`src/rtl/ff_add_arbiter.sv`:
```
// Shares one GF(2^163) adder (c = a ^ b) between NREQ requesters; result held in one output register.
// Latency: accept in cycle N -> rsp_valid with result in cycle N+1; one operation per cycle sustained.
// Backpressure: req_ready is all zero while a held result is not drained; drain and accept may share a cycle.
// Build option: define FF_ADD_ARB_RR_EN for round-robin arbitration, otherwise fixed priority (lowest index wins).

module ff_add_arbiter #(
  parameter int NREQ = 4,
  parameter int ID_W = 2,
  parameter int W    = 163
) (
  input  logic                clk,
  input  logic                rst_n,
  input  logic [NREQ-1:0]     req_valid,
  output logic [NREQ-1:0]     req_ready,
  input  logic [NREQ*W-1:0]   req_a,
  input  logic [NREQ*W-1:0]   req_b,
  output logic                rsp_valid,
  input  logic                rsp_ready,
  output logic [W-1:0]        rsp_c,
  output logic [ID_W-1:0]     rsp_id
);

  // Output register state
  logic            r_out_full;
  logic [W-1:0]    r_rsp_c;
  logic [ID_W-1:0] r_rsp_id;

  // Search start for arbitration; constant zero in the fixed-priority build
  logic [ID_W-1:0] w_ptr;

  // Arbitration results
  logic            w_can_accept;
  int              w_pick;
  logic            w_accept;
  logic [ID_W-1:0] w_gidx;
  logic [NREQ-1:0] w_grant;
  logic [W-1:0]    w_sum;

  // First valid requester found walking circularly from start; -1 if none is valid
  function automatic int pick_first(input logic [NREQ-1:0] vld, input logic [ID_W-1:0] start);
    int idx;
    for (int k = 0; k < NREQ; k++) begin
      idx = int'(start) + k;
      if (idx >= NREQ) idx = idx - NREQ;
      if (vld[idx]) return idx;
    end
    return -1;
  endfunction

  // Holding reset keeps req_ready low even with requesters valid
  assign w_can_accept = rst_n & (~r_out_full | rsp_ready);

  // Grant selection, one-hot ready and the shared XOR adder on the granted operand pair
  always_comb begin
    w_pick   = pick_first(req_valid, w_ptr);
    w_accept = w_can_accept && (w_pick >= 0);
    w_gidx   = w_accept ? ID_W'(w_pick) : '0;
    w_grant  = '0;
    if (w_accept) w_grant[w_gidx] = 1'b1;
    w_sum    = req_a[int'(w_gidx)*W +: W] ^ req_b[int'(w_gidx)*W +: W];
  end

  assign req_ready = w_grant;

`ifdef FF_ADD_ARB_RR_EN
  logic [ID_W-1:0] r_ptr;

  // Move the search start just past the last winner so every requester gets a turn
  always_ff @(posedge clk or negedge rst_n) begin
    if (!rst_n) begin
      r_ptr <= '0;
    end else if (w_accept) begin
      r_ptr <= (w_gidx == ID_W'(NREQ - 1)) ? '0 : w_gidx + 1'b1;
    end
  end

  assign w_ptr = r_ptr;
`else
  assign w_ptr = '0;
`endif

  // Load on accept (drain in the same cycle is implicit); clear full on a drain without accept
  always_ff @(posedge clk or negedge rst_n) begin
    if (!rst_n) begin
      r_out_full <= 1'b0;
      r_rsp_c    <= '0;
      r_rsp_id   <= '0;
    end else if (w_accept) begin
      r_out_full <= 1'b1;
      r_rsp_c    <= w_sum;
      r_rsp_id   <= w_gidx;
    end else if (rsp_ready) begin
      r_out_full <= 1'b0;
    end
  end

  assign rsp_valid = r_out_full;
  assign rsp_c     = r_rsp_c;
  assign rsp_id    = r_rsp_id;

endmodule
```
`config.mk`:
```
export PLATFORM = sky130hd
export DESIGN_NAME = ff_add_arbiter
export DESIGN_NICKNAME = d
export VERILOG_FILES = /design/src/rtl/ff_add_arbiter.sv
export SDC_FILE = /design/constraint.sdc
export NUM_CORES = 1
export LEC_CHECK = 0
export CORE_AREA = 10 10 576 578
export CTS_CLUSTER_SIZE = 12
export DETAILED_ROUTE_END_ITERATION = 10
export DIE_AREA = 0 0 586 588
export PLACE_DENSITY_LB_ADDON = 0.08
export SYNTH_ARGS = -nofsm -noshare
export SYNTH_HDL_FRONTEND = slang
export SYNTH_SLANG_ARGS = --single-unit
```
`constraint.sdc`:
```
create_clock -name clk -period 2.2 [get_ports clk]
set_input_delay 0.55 -clock clk [delete_from_list [all_inputs] [get_ports clk]]
set_output_delay 0.55 -clock clk [all_outputs]
set_load 0.03 [all_outputs]
```
==> results of run 1 <==
[kinds of logic (layout without fill, tap and decap cells)]
| kind of cell | after synthesis | count (layout) | share of synthesized area, % |
|---|---|---|---|
| DFF | 166 | 166 | 21.9 |
| other | 0 | 58 | 0 |
| AOI/OAI and AO/OA | 1312 | 1312 | 43.3 |
| buffers and inverters | 261 | 1955 | 5.93 |
| xor gates and xnor gates | 215 | 215 | 9.94 |
| and+or+nand+nor | 570 | 570 | 18.9 |
[report_power, final]
part / switching (mW) / internal [mW]
Combinational: 5.96 / 5.14
Clock: 2.07 / 2.17
Sequential: 0.541 / 3.69
[worst register-to-register path, cell delays in order (launching register included)]
cell	delay, ps
dfrtp_1	400
nand2b_4	80
and2_4	170
nand2b_4	170
buf_4	170
buf_12	180
buf_12	290
o21ai_0	140
a221o_1	340
[per-layer routing]
layer	wire length, um	share of wire [%]	GRT usage (%)	vias to the layer above
li1	-	-	-	12967
met1	89300	34	13.9	13636
met2	143000	55	28.6	1333
met3	22600	8.6	5.54	391
met4	6270	2.4	2.91	140
met5	893	0.34	0	-
[worst max-delay path by stage]
stage / slack, ps / cells past startpoint / endpoint
global placement: -1060 / 9 / rsp_c[100]
CTS: -290 / 6 / req_ready[2]
global route: -270 / 5 / req_ready[3]
detailed placement: -1090 / 9 / rsp_c[100]
floorplan: -10 / 5 / req_ready[2]
finish: -160 / 6 / req_ready[2]
[timing repair]
action / in CTS / in global routing
hold endpoints to repair: 2 / 0
setup buffers: 3 / 1
resized for setup: 149 / 9
hold buffers: 1 / 0
endpoints found under the setup margin: 146 / 12
pin swaps: 3 / 3
[registers in the layout (all words and copies together) (netlist names)]
register   count
rsp_c        163
rsp_id         2
rsp_valid      1
[cell usage after synthesis, types with 4 or more instances]
| master | instances | area share (%) |
|---|---|---|
| clkbuf_1 | 181 | 3.6 |
| o211a_1 | 109 | 5.8 |
| nand2_1 | 109 | 2.2 |
| nor2_1 | 6 | 0.12 |
| buf_6 | 8 | 0.48 |
| dfrtp_1 | 166 | 22 |
| a221o_1 | 109 | 5.8 |
| a21oi_1 | 443 | 12 |
| o21ai_0 | 378 | 10 |
| buf_4 | 4 | 0.16 |
| nand3b_1 | 220 | 8.7 |
| xnor2_1 | 162 | 7.5 |
| a31oi_1 | 110 | 3.6 |
| a22oi_1 | 159 | 6.3 |
| nor2b_1 | 221 | 7.3 |
| buf_1 | 14 | 0.28 |
| buf_2 | 54 | 1.4 |
| xor2_1 | 53 | 2.5 |
[area by class of cell]
class                      count  share of cell area (%)
clock buffer                  24                    1.27
timing repair buffer        1922                    44.0
tap                         4200                    12.2
sequential                   166                    9.68
antenna                       58                   0.338
multi-input combinational   2097                    32.2
clock inverter                 9                   0.318
[stage by stage]
| step | instances | setup slack, ps | hold WS [ps] | instance area, um2 | util [%] |
|---|---|---|---|---|---|
| floorplan | 2524 | -13.3 | 254 | 19000 | - |
| global placement | 8381 | -1060 | 501 | 42100 | 13.2 |
| detailed placement | 8381 | -1090 | 503 | 42100 | 13.2 |
| CTS | 8418 | -294 | 30.0 | 42800 | 13.4 |
| global route | 8440 | -265 | 39.5 | 42800 | 13.4 |
| finish | 8476 | -162 | 66.3 | 42900 | 13.4 |
==> summary.md, run 1 <==
| Metric | Value |
|---|---|
| CTS tree | `yes` |
| YS warnings | `0` |
| EDFF count, synth | `0` |
| Largest net degree at the start of global routing | `82` |
| Multi-input logic area | `13800 um2` |
| Fillers | `36737` |
| Worst Setup Start Kind | `input pin` |
| CP bufs+invs | `5` |
| Antenna violations before repair | `222` |
| CP required | `1650 ps` |
| CP arrival | `1810 ps` |
| Critical path, cell by cell | `buf_12, buf_12, buf_12, buf_4, nor3b_4, buf_6` |
| Tot GR Track Use | `14.4%` |
| HPWL Detailed | `about 230000 um` |
| Initial DRC count | `1294` |
| CP max-delay cell | `buf_4` |
| Pins Over Slew Limit | `0` |
| R2R depth | `8` |
| Grt ovf | `0` |
| Most frequent cells in the layout | `clkdlybuf4s50_1, a21oi_1, buf_4` |
| H-tree levels | `4` |
| Root buf cell | `clkbuf_16` |
| Sequential Area | `4150 um2` |
| Hold Crit Class | `input pin to asynchronous set/reset pin` |
| Worst-path clk slew | `90 ps` |
| Worst-Skew Late Latency | `590 ps` |
| CP Launch Point | `req_valid[2]` |
| Pre-Repair DR Iteration Count | `5` |
| F_max | `0.423 GHz` |
| Max_slew headroom | `39.6%` |
| Power Density | `approximately 460 nW/um2` |
| Total negative slack | `-398 ps` |
| Remaining DRCs | `0` |
| Crit Path Max Fanout | `24` |
| CP delay by family, top | `buffers and inverters` |
| Most common cell after layout, fill and taps aside | `clkdlybuf4s50_1` |
| Number of CTS-inserted buffers | `21` |
| Worst-Margin Slew | `906 ps` |
| Row cnt | `208` |
| Post-synthesis register bit count | `~170` |
| Pwr Total | `19.6 mW` |
| Ys flop type | `dfrtp_1` |
| IO Count | `1481` |
| GPL Wtd Cong | `between 0.8 and 0.9` |
| Period utilisation layout | `107%` |
| Maximum VDD drop | `0.353 mV` |
| Core Area | `320000 um2` |
| Post-Syn Area | `~19000 um2` |
| Nets | `5519` |
| Layout cells sized above 1 | `a little over an eighth` |
| RSZ-0062 raised after global routing | `true` |
| Worst Setup Path Type | `input pin to primary output` |
| Port bufs | `1480` |
| Worst Skew | `40.6 ps` |
| Die area | `around 340000 um2` |
| Crit-path most repeated cell | `buf_12` |
| Initial Util | `~6%` |
| Final setup violation count | `3` |
| Clock sinks | `166` |
| Leak | `15.8 nW` |
| Synth unique cells | `31` |
| Cell count after synthesis | `about 2500` |
| CTS max path bufs | `3` |
| Vias per cell | `about 3.4` |
| Wire per inst | `31.0 um` |
| FFs w/ async S/R, synth | `100%` |
| Outcome | `finished, violations left` |
| Final wirelength | `262000 um` |
| Syn Nets | `3835` |
| Crit end category | `primary output` |
| Minimum clock period | `2360 ps` |
| RR Startpoint | `rsp_valid` |
| Failing checks | `negative setup slack` |
| Die X | `586 um` |
| Area growth syn-to-layout | `127%` |
| Total number of vias | `between 20000 and 30000` |
| Post-synthesis sequential area ratio | `between 20% and 30%` |
| Max Cap Violations | `0` |
| Post-route ant nets | `0` |
| Setup ws final | `-162 ps` |
| Reg2reg end | `rsp_c[88]` |
| Chip Height | `588 um` |
| First-pass GRT wire length | `roughly 330000 um` |
| Flop-to-flop setup slack | `150 ps` |
| Vias in the first global route | `about 30000` |
| Final Hold Vio Count | `0` |
| Mapped Avg Cell Area | `7.50 um2` |
| Worst stage delay on the critical path | `260 ps` |
Note: power is estimated with default switching activity, not from simulation.
==> run 2, diff against run 1 <==
--- a/config.mk
+++ b/config.mk
@@ -9,7 +9,6 @@
 export CTS_CLUSTER_SIZE = 12
 export DETAILED_ROUTE_END_ITERATION = 10
 export DIE_AREA = 0 0 586 588
-export PLACE_DENSITY_LB_ADDON = 0.08
 export SYNTH_ARGS = -nofsm -noshare
 export SYNTH_HDL_FRONTEND = slang
 export SYNTH_SLANG_ARGS = --single-unit
==> summary.md, run 2 (synthesized netlist as in run 1, its figures left out) <==
| Metric | Value |
|---|---|
| Outcome | `finished, violations left` |
| Failing checks | `negative setup slack` |
| RSZ-0062 raised after global routing | `true` |
| Worst Setup Start Kind | `flip-flop` |
| Antenna violations before repair | `244` |
| Number of CTS-inserted buffers | `21` |
| Worst-Margin Slew | `775 ps` |
| Wire per inst | `31.2 um` |
| Max Cap Violations | `0` |
| Area growth syn-to-layout | `124%` |
| Vias per cell | `around 3.4` |
| Pre-Repair DR Iteration Count | `6` |
| Die X | `586 um` |
| Worst Skew | `around 51 ps` |
| Max_slew headroom | `about half` |
| Minimum clock period | `2320 ps` |
| Final wirelength | `265000 um` |
| Tot GR Track Use | `14.4%` |
| Design area | `42400 um2` |
| Clock sinks | `166` |
| CP arrival | `approximately 1800 ps` |
| Final setup violation count | `3` |
| Reg2reg end | `rsp_c[72]` |
| Maximum VDD drop | `0.385 mV` |
| Vias in the first global route | `28407` |
| CP required | `1650 ps` |
| R2R depth | `10` |
| Worst-path clk slew | `60 ps` |
| Row cnt | `208` |
| Crit end category | `primary output` |
| Cell area after placement | `41500 um2` |
| Worst Setup Path Type | `flip-flop to primary output` |
| Period utilisation layout | `105%` |
| HPWL Detailed | `240000 um` |
| Initial Util | `5.92%` |
| Nets | `between 5000 and 6000` |
| RR Startpoint | `rsp_valid` |
| Initial DRC count | `2444` |
| F_max | `0.431 GHz` |
| Most common cell after layout, fill and taps aside | `clkdlybuf4s50_1` |
| IO Count | `1481` |
| First-pass GRT wire length | `323000 um` |
| DP Cell Count | `~8300` |
| Grt ovf | `0` |
| Pre-CTS setup slack | `-686 ps` |
| Max reg flops | `163` |
| Core Area | `approximately 320000 um2` |
| Total number of vias | `29183` |
| Remaining DRCs | `0` |
| Leak | `15.5 nW` |
| Crit Path Max Fanout | `4` |
| CP endpoint | `req_ready[2]` |
| Chip Height | `588 um` |
| Flop-to-flop setup slack | `110 ps` |
| Pins Over Slew Limit | `0` |
| CTS tree | `yes` |
| Final Hold Vio Count | `0` |
| Power Density | `between 400 and 500 nW/um2` |
| CTS max path bufs | `3` |
| WHS | `about 500 ps` |
| Largest net degree at the start of global routing | `80` |
| GPL Wtd Cong | `0.949` |
| Layout Cells excl Fill | `8482` |
| Most frequent cells in the layout | `clkdlybuf4s50_1, a21oi_1, buf_4` |
| Post-route ant nets | `0` |
| Setup ws final | `-121 ps` |
| H-tree levels | `4` |
| Hold Crit Class | `flip-flop to flip-flop` |
| Fillers | `36887` |
| Port bufs | `1480` |
| Layout cells sized above 1 | `roughly an eighth` |
| Root buf cell | `clkbuf_16` |
| Worst-Skew Late Latency | `610 ps` |
| CP Launch Point | `rsp_valid` |
| Die area | `345000 um2` |
[run 2: cell types whose count changed in the layout (fill, tap and decap cells not counted), sizes merged]
cell and change:
buf -8, dlygate4sd2 -32, clkbuf -1, dlymetal6s2s +1, diode +45, bufinv +1
[run 2: worst min-delay path by stage]
| stage | from | to | cells past startpoint |
|---|---|---|---|
| after floorplan | rst_n | rsp_c[0] | 0 |
| after global placement | rsp_c[51] | rsp_c[51] | 1 |
| after detailed placement | rsp_c[94] | rsp_c[94] | 1 |
| after CTS | rst_n | rsp_id[1] | 5 |
| after global routing | rsp_c[100] | rsp_c[100] | 1 |
| final | rsp_c[9] | rsp_c[9] | 2 |
[run 2: timing repair]
item,CTS,global route
endpoints found under the setup margin,96,14
hold buffers,1,0
gates cloned,0,0
resized for setup,99,11
buffers inserted,6,4
hold endpoints to repair,58,0
pin swaps,4,2
[run 2: metal layers]
metal | up-vias | GRT usage [%] | part of all wire [%]
met4 | 158 | 5.43 | 4.2
met2 | 1706 | 24.8 | 48
met3 | 504 | 7.83 | 13
li1 | 12974 | - | -
met5 | - | 0 | 0.40
met1 | 13841 | 14.7 | 34
[run 2: critical path: stages, from the launching register on]
cell and delay, ps:
dfrtp_1 410, nand2b_4 80, and2_4 150, nand2b_4 120, nor3b_4 260, buf_6 170
[run 2: per-stage QoR]
step / utilization (%) / TNS [ps] / power [mW]
2_1_floorplan: - / -13.3 / 8.25
3_3_place_gp: 12.9 / -54490 / 16.1
3_5_place_dp: 12.9 / -55340 / 16.1
4_1_cts: 13.2 / -818 / 20.3
5_1_grt: 13.2 / -767 / 20.8
6_report: 13.2 / -317 / 19.7
[run 2: power by group]
part	switching [mW]	internal [mW]	leakage, nW	total, mW
sequential	0.518	3.69	1.99	4.21
clock	1.93	2.27	0.342	4.20
combinational	6.15	5.16	13.2	11.3
total	8.60	11.1	15.5	19.7
[run 2: cell type report]
type / instances / area, um2 / share of cell area (%)
flip-flops and latches: 166 / 4150 / 9.79
clock buffers: 23 / 543 / 1.28
well taps: 4200 / 5260 / 12.4
repair buffers: 1883 / 18300 / 43.1
diodes: 103 / 258 / 0.608
multi-input cells: 2097 / 13800 / 32.4
clock inverters: 10 / 163 / 0.384
==> run 3, diff against run 2 <==
--- a/config.mk
+++ b/config.mk
@@ -5,10 +5,10 @@
 export SDC_FILE = /design/constraint.sdc
 export NUM_CORES = 1
 export LEC_CHECK = 0
-export CORE_AREA = 10 10 576 578
+export CORE_AREA = 3 3 570 572
 export CTS_CLUSTER_SIZE = 12
 export DETAILED_ROUTE_END_ITERATION = 10
-export DIE_AREA = 0 0 586 588
+export DIE_AREA = 0 0 573 575
 export SYNTH_ARGS = -nofsm -noshare
 export SYNTH_HDL_FRONTEND = slang
 export SYNTH_SLANG_ARGS = --single-unit
==> constraint.sdc (replaced) <==
create_clock -name clk -period 2.1 [get_ports clk]
set_input_delay 0.525 -clock clk [delete_from_list [all_inputs] [get_ports clk]]
set_output_delay 0.525 -clock clk [all_outputs]
set_load 0.03 [all_outputs]
==> summary.md, run 3 (synthesized netlist as in run 1, its figures left out) <==
| Metric | Value |
|---|---|
| Hold Crit Class | `input pin to asynchronous set/reset pin` |
| Fillers | `36912` |
| Port bufs | `around 1500` |
| Most common cell after layout, fill and taps aside | `clkdlybuf4s50_1` |
| Worst Setup Start Kind | `input pin` |
| Clock sinks | `166` |
| Design area | `~44000 um2` |
| Worst Setup Path Type | `input pin to primary output` |
| CP required | `1570 ps` |
| Number of CTS-inserted buffers | `21` |
| Setup ws final | `-318 ps` |
| GRT met2 Usage | `27.7%` |
| Chip Height | `575 um` |
| Worst-Skew Late Latency | `580 ps` |
| Remaining DRCs | `0` |
| Maximum VDD drop | `0.395 mV` |
| F_max | `0.414 GHz` |
| CP arrival | `roughly 1900 ps` |
| Max reg flops | `163` |
| Tot GR Track Use | `15.3%` |
| Final Hold Vio Count | `0` |
| Period utilisation layout | `115%` |
| H-tree levels | `4` |
| Crit end category | `primary output` |
| Final wirelength | `273000 um` |
| CP delay by family, top | `buffers and inverters` |
| CP max-delay cell | `clkdlybuf4s50_1` |
| Nets | `about 5500` |
| Core Area | `between 300000 and 400000 um2` |
| Wire per inst | `about 31 um` |
| Row cnt | `between 200 and 250` |
| Met3 usage | `5.84%` |
| Area growth syn-to-layout | `132%` |
| GPL Wtd Cong | `1.06` |
| Most frequent cells in the layout | `clkdlybuf4s50_1, buf_4, a21oi_1` |
| Total number of vias | `around 30000` |
| Power Density | `475 nW/um2` |
| Max_slew headroom | `51.3%` |
| CTS max path bufs | `3` |
| Critical path, cell by cell | `clkdlybuf4s50_1, nand2b_4, buf_4, and3b_2, buf_12, and2_4, buf_12` |
| Worst-Margin Slew | `730 ps` |
| First-pass GRT wire length | `325000 um` |
| Leak | `16.1 nW` |
| Layout cells sized above 1 | `about 15%` |
| Worst stage delay on the critical path | `roughly 400 ps` |
| HPWL Detailed | `between 200000 and 250000 um` |
| RSZ-0062 raised after global routing | `true` |
| Root buf cell | `clkbuf_16` |
| WHS | `376 ps` |
| Final setup violation count | `75` |
| Max Cap Violations | `0` |
| Global routing's busiest layer | `met2` |
| Pins Over Slew Limit | `0` |
| Vias per cell | `3.42` |
| Initial Util | `approximately 5.9%` |
| Vias in the first global route | `28233` |
| Worst Skew | `17.7 ps` |
| Grt ovf | `0` |
| Crit Path Max Fanout | `3` |
| Die X | `573 um` |
| Worst-path clk slew | `70 ps` |
| Cell area after placement | `41800 um2` |
| Multi-input logic area | `approximately 14000 um2` |
| Pre-Repair DR Iteration Count | `5` |
| Outcome | `finished, violations left` |
| Largest net degree at the start of global routing | `79` |
| Failing checks | `negative setup slack` |
| Sequential Area | `4160 um2` |
| M1 GR Usage | `14.8%` |
| Antenna violations before repair | `276` |
| Minimum clock period | `2420 ps` |
| CP bufs+invs | `4` |
| CTS tree | `yes` |
| Initial DRC count | `2054` |
| Post-route ant nets | `0` |
| Crit-path most repeated cell | `buf_12` |
| Post-route core utilization | `approximately 14%` |
| IO Count | `between 1000 and 1500` |
| Die area | `329000 um2` |
## run 3: metal layers
| layer | vias to the layer above | part of all wire [%] |
|---|---|---|
| met5 | - | 0.28 |
| met4 | 116 | 7.4 |
| met3 | 651 | 9.1 |
| met2 | 1800 | 50 |
| met1 | 14061 | 33 |
| li1 | 13122 | - |
## run 3: worst paths after layout
| path | slack (ps) | start | end | cells past startpoint |
|---|---|---|---|---|
| max reg2reg | -130 | rsp_valid | rsp_c[88] | 11 |
| min | 380 | rst_n | rsp_id[0] | 2 |
| min reg2reg | 510 | rsp_c[40] | rsp_c[40] | 1 |
| max in group asynchronous | 490 | rst_n | rsp_c[98] | 4 |
| min in group clk | 510 | rsp_c[40] | rsp_c[40] | 1 |
| max | -320 | rsp_ready | req_ready[1] | 7 |
## run 3: power breakdown
group | leakage, nW | total [mW] | switching (mW) | internal (mW)
logic | 13.8 | 12.1 | 6.42 | 5.72
registers | 1.99 | 4.43 | 0.560 | 3.87
clock network | 0.316 | 4.27 | 2.15 | 2.12
## run 3: worst register-to-register path: stages, from the launching register on
cell	delay (ps)
dfrtp_2	420
nand2b_4	80
buf_4	140
buf_4	130
buf_4	130
nand3_4	160
buf_12	160
clkbuf_16	230
clkbuf_16	210
a31oi_1	60
o211a_1	160
a221o_1	260
## run 3: timing repair
| action | 4_1_cts | 5_1_grt |
|---|---|---|
| setup buffers | 5 | 13 |
| gates resized for setup | 98 | 59 |
| setup endpoints to repair | 90 | 61 |
| hold endpoints to repair | 27 | 0 |
| pin swaps | 3 | 14 |
| gates cloned | 0 | 29 |
| hold buffers | 1 | 0 |
## run 3: area by class of cell
cell class                      instances  area share [%]
Timing Repair Buffer                 1945            44.4
Multi-Input combinational cell       2097            31.5
Tap cell                             4305            12.3
Sequential cell                       166            9.47
Clock buffer                           22            1.21
Antenna cell                          148           0.844
Clock inverter                         11           0.305
## run 3: metrics by stage
stage | std cells | power [mW] | worst slack [ps] | TNS, ps
5_1_grt | 8674 | 22.0 | -412 | -10150
3_5_place_dp | 8465 | 16.7 | -829 | -69390
6_report | 8694 | 20.8 | -318 | -5380
2_1_floorplan | 2524 | 8.65 | 0.170 | 0
3_3_place_gp | 8465 | 16.7 | -852 | -66730
4_1_cts | 8504 | 21.0 | -400 | -1490
